$ cat src/rtl/uart_tx_if.sv
// Host-side handshake bundle for uart_tx: word, start request and ready.
// The producer (FIFO or sequencer) uses the master modport; the transmitter uses slave.
interface uart_tx_if #(
   parameter int DW = 8
);
   logic [DW-1:0] data;
   logic          start;
   logic          ready;

   modport master (
      output data,
      output start,
      input  ready
   );

   modport slave (
      input  data,
      input  start,
      output ready
   );
endinterface

$ cat src/rtl/uart_tx.sv
// UART transmitter: start bit, DW data bits LSB-first, optional parity, 1 or 2 stop bits.
// Parity is compiled in only when the macro UART_TX_PARITY_EN is defined.
module uart_tx #(
   parameter int BAUD_DIV   = 104,  // 115200 baud at 12 MHz
   parameter int DW         = 8,
   parameter int STOP_BITS  = 1,
   parameter int PARITY_ODD = 0
) (
   input  logic     clk,
   input  logic     rstn,
   uart_tx_if.slave bus,
   output logic     tx
);

   localparam int CW = $clog2(BAUD_DIV);
   localparam int BW = $clog2(DW + 1);

   localparam logic [CW-1:0] BAUD_LAST = CW'(BAUD_DIV - 1);
   localparam logic [CW-1:0] BAUD_PRE  = CW'(BAUD_DIV - 2);
   localparam logic [BW-1:0] DATA_LAST = BW'(DW - 1);
   localparam logic [BW-1:0] STOP_LAST = BW'(STOP_BITS - 1);

   typedef enum logic [2:0] {
      IDLE,
      START,
      DATA,
      PARITY,
      STOP
   } state_t;

   state_t        state_reg;
   logic [CW-1:0] baud_reg;
   logic [BW-1:0] bit_reg;
   logic [DW-1:0] shift_reg;
   logic          tx_reg;
   logic          ready_reg;
`ifdef UART_TX_PARITY_EN
   logic          parity_reg;
`endif

   logic accept;
   logic bit_end;

   // ready_reg is only high in IDLE or the last stop cycle, so accepts can only happen there.
   assign accept  = bus.start && ready_reg;
   assign bit_end = (baud_reg == BAUD_LAST);

   always_ff @(posedge clk) begin
      if (!rstn) begin
         state_reg <= IDLE;
         baud_reg  <= '0;
         bit_reg   <= '0;
         shift_reg <= '0;
         tx_reg    <= 1'b1;
         ready_reg <= 1'b0;
`ifdef UART_TX_PARITY_EN
         parity_reg <= 1'b0;
`endif
      end else begin
         if (state_reg != IDLE) begin
            baud_reg <= bit_end ? '0 : baud_reg + 1'b1;
         end

         case (state_reg)
            IDLE: begin
               tx_reg    <= 1'b1;
               ready_reg <= 1'b1;
            end

            START: begin
               if (bit_end) begin
                  state_reg <= DATA;
                  bit_reg   <= '0;
                  tx_reg    <= shift_reg[0];
                  shift_reg <= shift_reg >> 1;
               end
            end

            DATA: begin
               if (bit_end) begin
                  if (bit_reg == DATA_LAST) begin
                     bit_reg <= '0;
`ifdef UART_TX_PARITY_EN
                     state_reg <= PARITY;
                     tx_reg    <= parity_reg;
`else
                     state_reg <= STOP;
                     tx_reg    <= 1'b1;
`endif
                  end else begin
                     bit_reg   <= bit_reg + 1'b1;
                     tx_reg    <= shift_reg[0];
                     shift_reg <= shift_reg >> 1;
                  end
               end
            end

`ifdef UART_TX_PARITY_EN
            PARITY: begin
               if (bit_end) begin
                  state_reg <= STOP;
                  bit_reg   <= '0;
                  tx_reg    <= 1'b1;
               end
            end
`endif

            STOP: begin
               tx_reg <= 1'b1;
               // Raise ready one edge early so it is visible during the final stop cycle.
               if (bit_reg == STOP_LAST && baud_reg == BAUD_PRE) begin
                  ready_reg <= 1'b1;
               end
               if (bit_end) begin
                  if (bit_reg == STOP_LAST) begin
                     bit_reg   <= '0;
                     state_reg <= IDLE;
                  end else begin
                     bit_reg <= bit_reg + 1'b1;
                  end
               end
            end

            default: begin
               state_reg <= IDLE;
               tx_reg    <= 1'b1;
            end
         endcase

         // An accept overrides whatever the state above scheduled, giving zero-gap frames.
         if (accept) begin
            state_reg <= START;
            baud_reg  <= '0;
            bit_reg   <= '0;
            shift_reg <= bus.data;
            tx_reg    <= 1'b0;
            ready_reg <= 1'b0;
`ifdef UART_TX_PARITY_EN
            parity_reg <= (^bus.data) ^ (PARITY_ODD != 0);
`endif
         end
      end
   end

   assign tx        = tx_reg;
   assign bus.ready = ready_reg;

endmodule
$ cat src/flat_wrapper.sv
// flat-port wrapper written by rule: the top's interface ports become plain ports
module uart_tx_flat 
#(
   parameter int BAUD_DIV   = 104,                          
   parameter int DW         = 8,
   parameter int STOP_BITS  = 1,
   parameter int PARITY_ODD = 0
)
  (clk, rstn, tx, bus_data, bus_start, bus_ready);
  uart_tx_if #(.DW(DW)) bus_i ();
  input  logic clk;
  input  logic rstn;
  output logic tx;
  input wire logic [$bits(bus_i.data)-1:0] bus_data;
  input wire logic [$bits(bus_i.start)-1:0] bus_start;
  output wire logic [$bits(bus_i.ready)-1:0] bus_ready;
  assign bus_i.data = bus_data;
  assign bus_i.start = bus_start;
  assign bus_ready = bus_i.ready;
  uart_tx #(.BAUD_DIV(BAUD_DIV), .DW(DW), .STOP_BITS(STOP_BITS), .PARITY_ODD(PARITY_ODD)) u_core (.clk(clk), .rstn(rstn), .bus(bus_i), .tx(tx));
endmodule
$ cat config.mk
export PLATFORM = sky130hd
export DESIGN_NAME = uart_tx_flat
export DESIGN_NICKNAME = d
export VERILOG_FILES = /design/src/rtl/uart_tx_if.sv /design/src/rtl/uart_tx.sv /design/src/flat_wrapper.sv
export SDC_FILE = /design/constraint.sdc
export NUM_CORES = 1
export LEC_CHECK = 0
export CELL_PAD_IN_SITES_DETAIL_PLACEMENT = 0
export CELL_PAD_IN_SITES_GLOBAL_PLACEMENT = 1
export CORE_ASPECT_RATIO = 0.75
export CORE_UTILIZATION = 43
export CTS_BUF_LIST = sky130_fd_sc_hd__clkbuf_16
export CTS_CLUSTER_DIAMETER = 40
export DETAILED_ROUTE_END_ITERATION = 12
export GPL_TIMING_DRIVEN = 0
export MAX_ROUTING_LAYER = met4
export PLACE_DENSITY_LB_ADDON = 0.05
export SETUP_SLACK_MARGIN = 0.05
export SYNTH_ARGS = -nofsm -noshare
export SYNTH_HDL_FRONTEND = slang
export SYNTH_SLANG_ARGS = --single-unit
$ cat constraint.sdc
create_clock -name clk -period 1.9 [get_ports clk]
set_input_delay 0.19 -clock clk [delete_from_list [all_inputs] [get_ports clk]]
set_output_delay 0.19 -clock clk [all_outputs]
set_load 0.05 [all_outputs]
==> results <==
final cells by class:
class | instances | area share, %
multi-input combinational | 117 | 49.66
timing repair buffer | 13 | 8.491
clock buffer | 3 | 4.549
buffer | 9 | 4.170
inverter | 5 | 1.137
sequential | 24 | 29.11
tap | 38 | 2.881
power by group through the flow:
stage | sequential, W | combinational, W | clock (W)
2_1_floorplan | 0.000546 | 0.0000883 | 0
3_3_place_gp | 0.000537 | 0.000143 | 0
3_5_place_dp | 0.000537 | 0.000147 | 0
4_1_cts | 0.000526 | 0.000147 | 0.000460
5_1_grt | 0.000527 | 0.000168 | 0.000479
6_report | 0.000526 | 0.000152 | 0.000444
per-stage QoR:
stage	total power, W	hold WS [ps]	util (%)	setup WS (ps)
global route	0.001175	477.0	55.03	176.1
global placement	0.0006796	438.9	51.69	192.3
floorplan	0.0006345	348.1	-	400.7
detailed placement	0.0006838	445.7	51.69	169.5
finish	0.001122	454.6	55.03	264.7
CTS	0.001133	457.2	54.19	142.5
per-layer routing:
| layer | track usage [%] | vias up |
|---|---|---|
| li1 | - | 591 |
| met1 | 30.58 | 494 |
| met2 | 27.89 | 16 |
| met3 | 5.357 | 2 |
| met4 | 4.255 | 0 |
| met5 | - | - |
final timing paths:
path | start | to | slack (ps) | depth (start not counted)
worst min-delay path | u_core.shift_reg[2] | u_core.shift_reg[2] | 450 | 2
worst max register to register | u_core.state_reg[0] | u_core.bit_reg[2] | 260 | 5
worst max-delay path | u_core.state_reg[0] | u_core.bit_reg[2] | 260 | 5
worst min register to register | u_core.shift_reg[2] | u_core.shift_reg[2] | 450 | 2
timing repair:
action / in CTS / in global routing
setup endpoints to repair: 0 / 9
gates resized for setup: 0 / 1
buffers inserted: 0 / 1
layout by cell type, fill, tap and decap left out, types with 5 or more instances in the layout:
master	n
nor3_1	5
o211ai_1	9
dfxtp_1	24
o21ai_0	5
nand2_1	18
xnor2_1	6
clkdlybuf4s50_1	12
mux2i_1	7
inv_1	5
or2b_2	6
nor2_1	10
worst register-to-register path, cell delays in order, from the launching register on:
cell     delay (ps)
dfxtp_1         310
buf_6           130
or3b_2          520
o21ai_0         240
nand4_1         160
a31oi_1         200
kinds of logic after synthesis:
family,Yosys count,synth area share [%]
compound gates,34,18.64
xor+xnor,7,4.434
fa+ha+maj,4,3.620
buf+inv,14,6.335
flops,24,34.75
mux,7,5.068
simple gates,65,27.15
==> reports/summary.txt <==
status: finished, final reports clean
Final Cell Area: 1650 µm²
TritonCTS buffer count: 3
period utilization: 86.07%
vias per cell: 5.278
final WL: 2.887 mm
number of synthesized flops with an enable pin: 0
switching part of the total: 22.41%
Remaining Overflow, GRT: 0
TNS Setup: 0 ps
Critical Path Fanout Max: 10
type of the worst setup path: reg2reg
register area: 480.5 µm²
wl on met1: 1.611 mm
synth cell count leaders: dfxtp_1 (24), nand2_1 (18), nor2_1 (10), o211ai_1 (9), mux2i_1 (7)
Leakage: 0.5881 nW
Yosys warnings: 0
drt first pass iters: 6
post-synth top area share: 34.75%
share of cells above drive strength 1: 15.20%
placed cells: 205
GP Congestion: 0.8071
synth unique cells: 45
VDD IR-drop max: 668.8 µV
MaxCap Viol Count: 0
slowest CP cell: or3b_2
Critical Path Sink Type: register
Synth area leader: dfxtp_1
H-Tree Depth: 1
metal3 WL: 100 µm
Least-Margin Pin Slew: 536.7 ps
Reg power frac: 46.9%
Die Width: 67.48 µm
Setup Skew: 2.490 ps
Port Buffers: 12
metal2 WL: 1.151 mm
Total GRT Usage: 20.77%
minimum clock period: 1635 ps
largest net degree at the start of global routing: 13
IO Pins: 13
Top FF cell, synth: dfxtp_1
vias in the first global route: 1050
first-pass GRT wire length: 5.092 mm
Mapped Area: 1383 µm²
delay-heaviest family, CP: simple AND/OR/NAND/NOR gates
cts hold-fix bufs: 0
Placement Cell Area: 1550 µm²
diode count: 0
post-detail-place hpwl: 2.134 mm
crit path DAT: 1810 ps
Max Transition Viols Final: 0
Antenna Nets Post-Route: 0
Die Y: 51.11 µm
count leader, synth: dfxtp_1
critical path data required time: 2070 ps
Psw: 0.0002513 W
FF+latch count, synth: 24
core area: 2999 µm²
non-filler cells in the finished layout: 209
Final #Nets: 188
area of the multi-input gates: 819.5 µm²
Area Growth Syn to Fin: 19.37%
final setup vio count: 0
CP cell instances: buf_6, or3b_2, o21ai_0, nand4_1, a31oi_1
ys async rst share: 0%
Worst-Skew Late Latency: 250 ps
Internal: 0.0008704 W
clock network fraction of total power: 39.6%
Sink Count: 24
DRC violations left: 0
antenna violations before repair: 0
Largest stage delay, worst path: 520 ps
CP bufs+invs: 1
first-iteration detailed-routing DRC count: 33
pwr/cell area: 679.7 nW/µm²
clock buffer depth: 2
top cells by area, synth: dfxtp_1 (35%), mux2i_1 (5.1%), nand2_1 (4.9%)
sequential fraction of the synthesis area: 34.75%
Slew HR: 63.84%
Worst Hold Class: reg2reg
Vias: 1103
cells after synthesis: 155
CTS Root Cell: clkbuf_16
Syn Nets: 170
Die ar.: 3448 µm²
Avg Cell Area, Syn: 8.920 µm²
fillers: 254
Initial Utilization: 46.10%
row cnt: 17
final hold vios: 0
CTS tree: done
RSZ-0062 raised after global routing: false
CP startpoint kind: register
clk slew on worst S/H paths: 60 ps
Max Used Layer: met4
combinational power share: 13.6%
Max Fclk: 611.5 MHz
Routed WL per cell: 13.81 µm
Largest register FFs: 8
No activity file was read; power rests on OpenSTA's default activity.
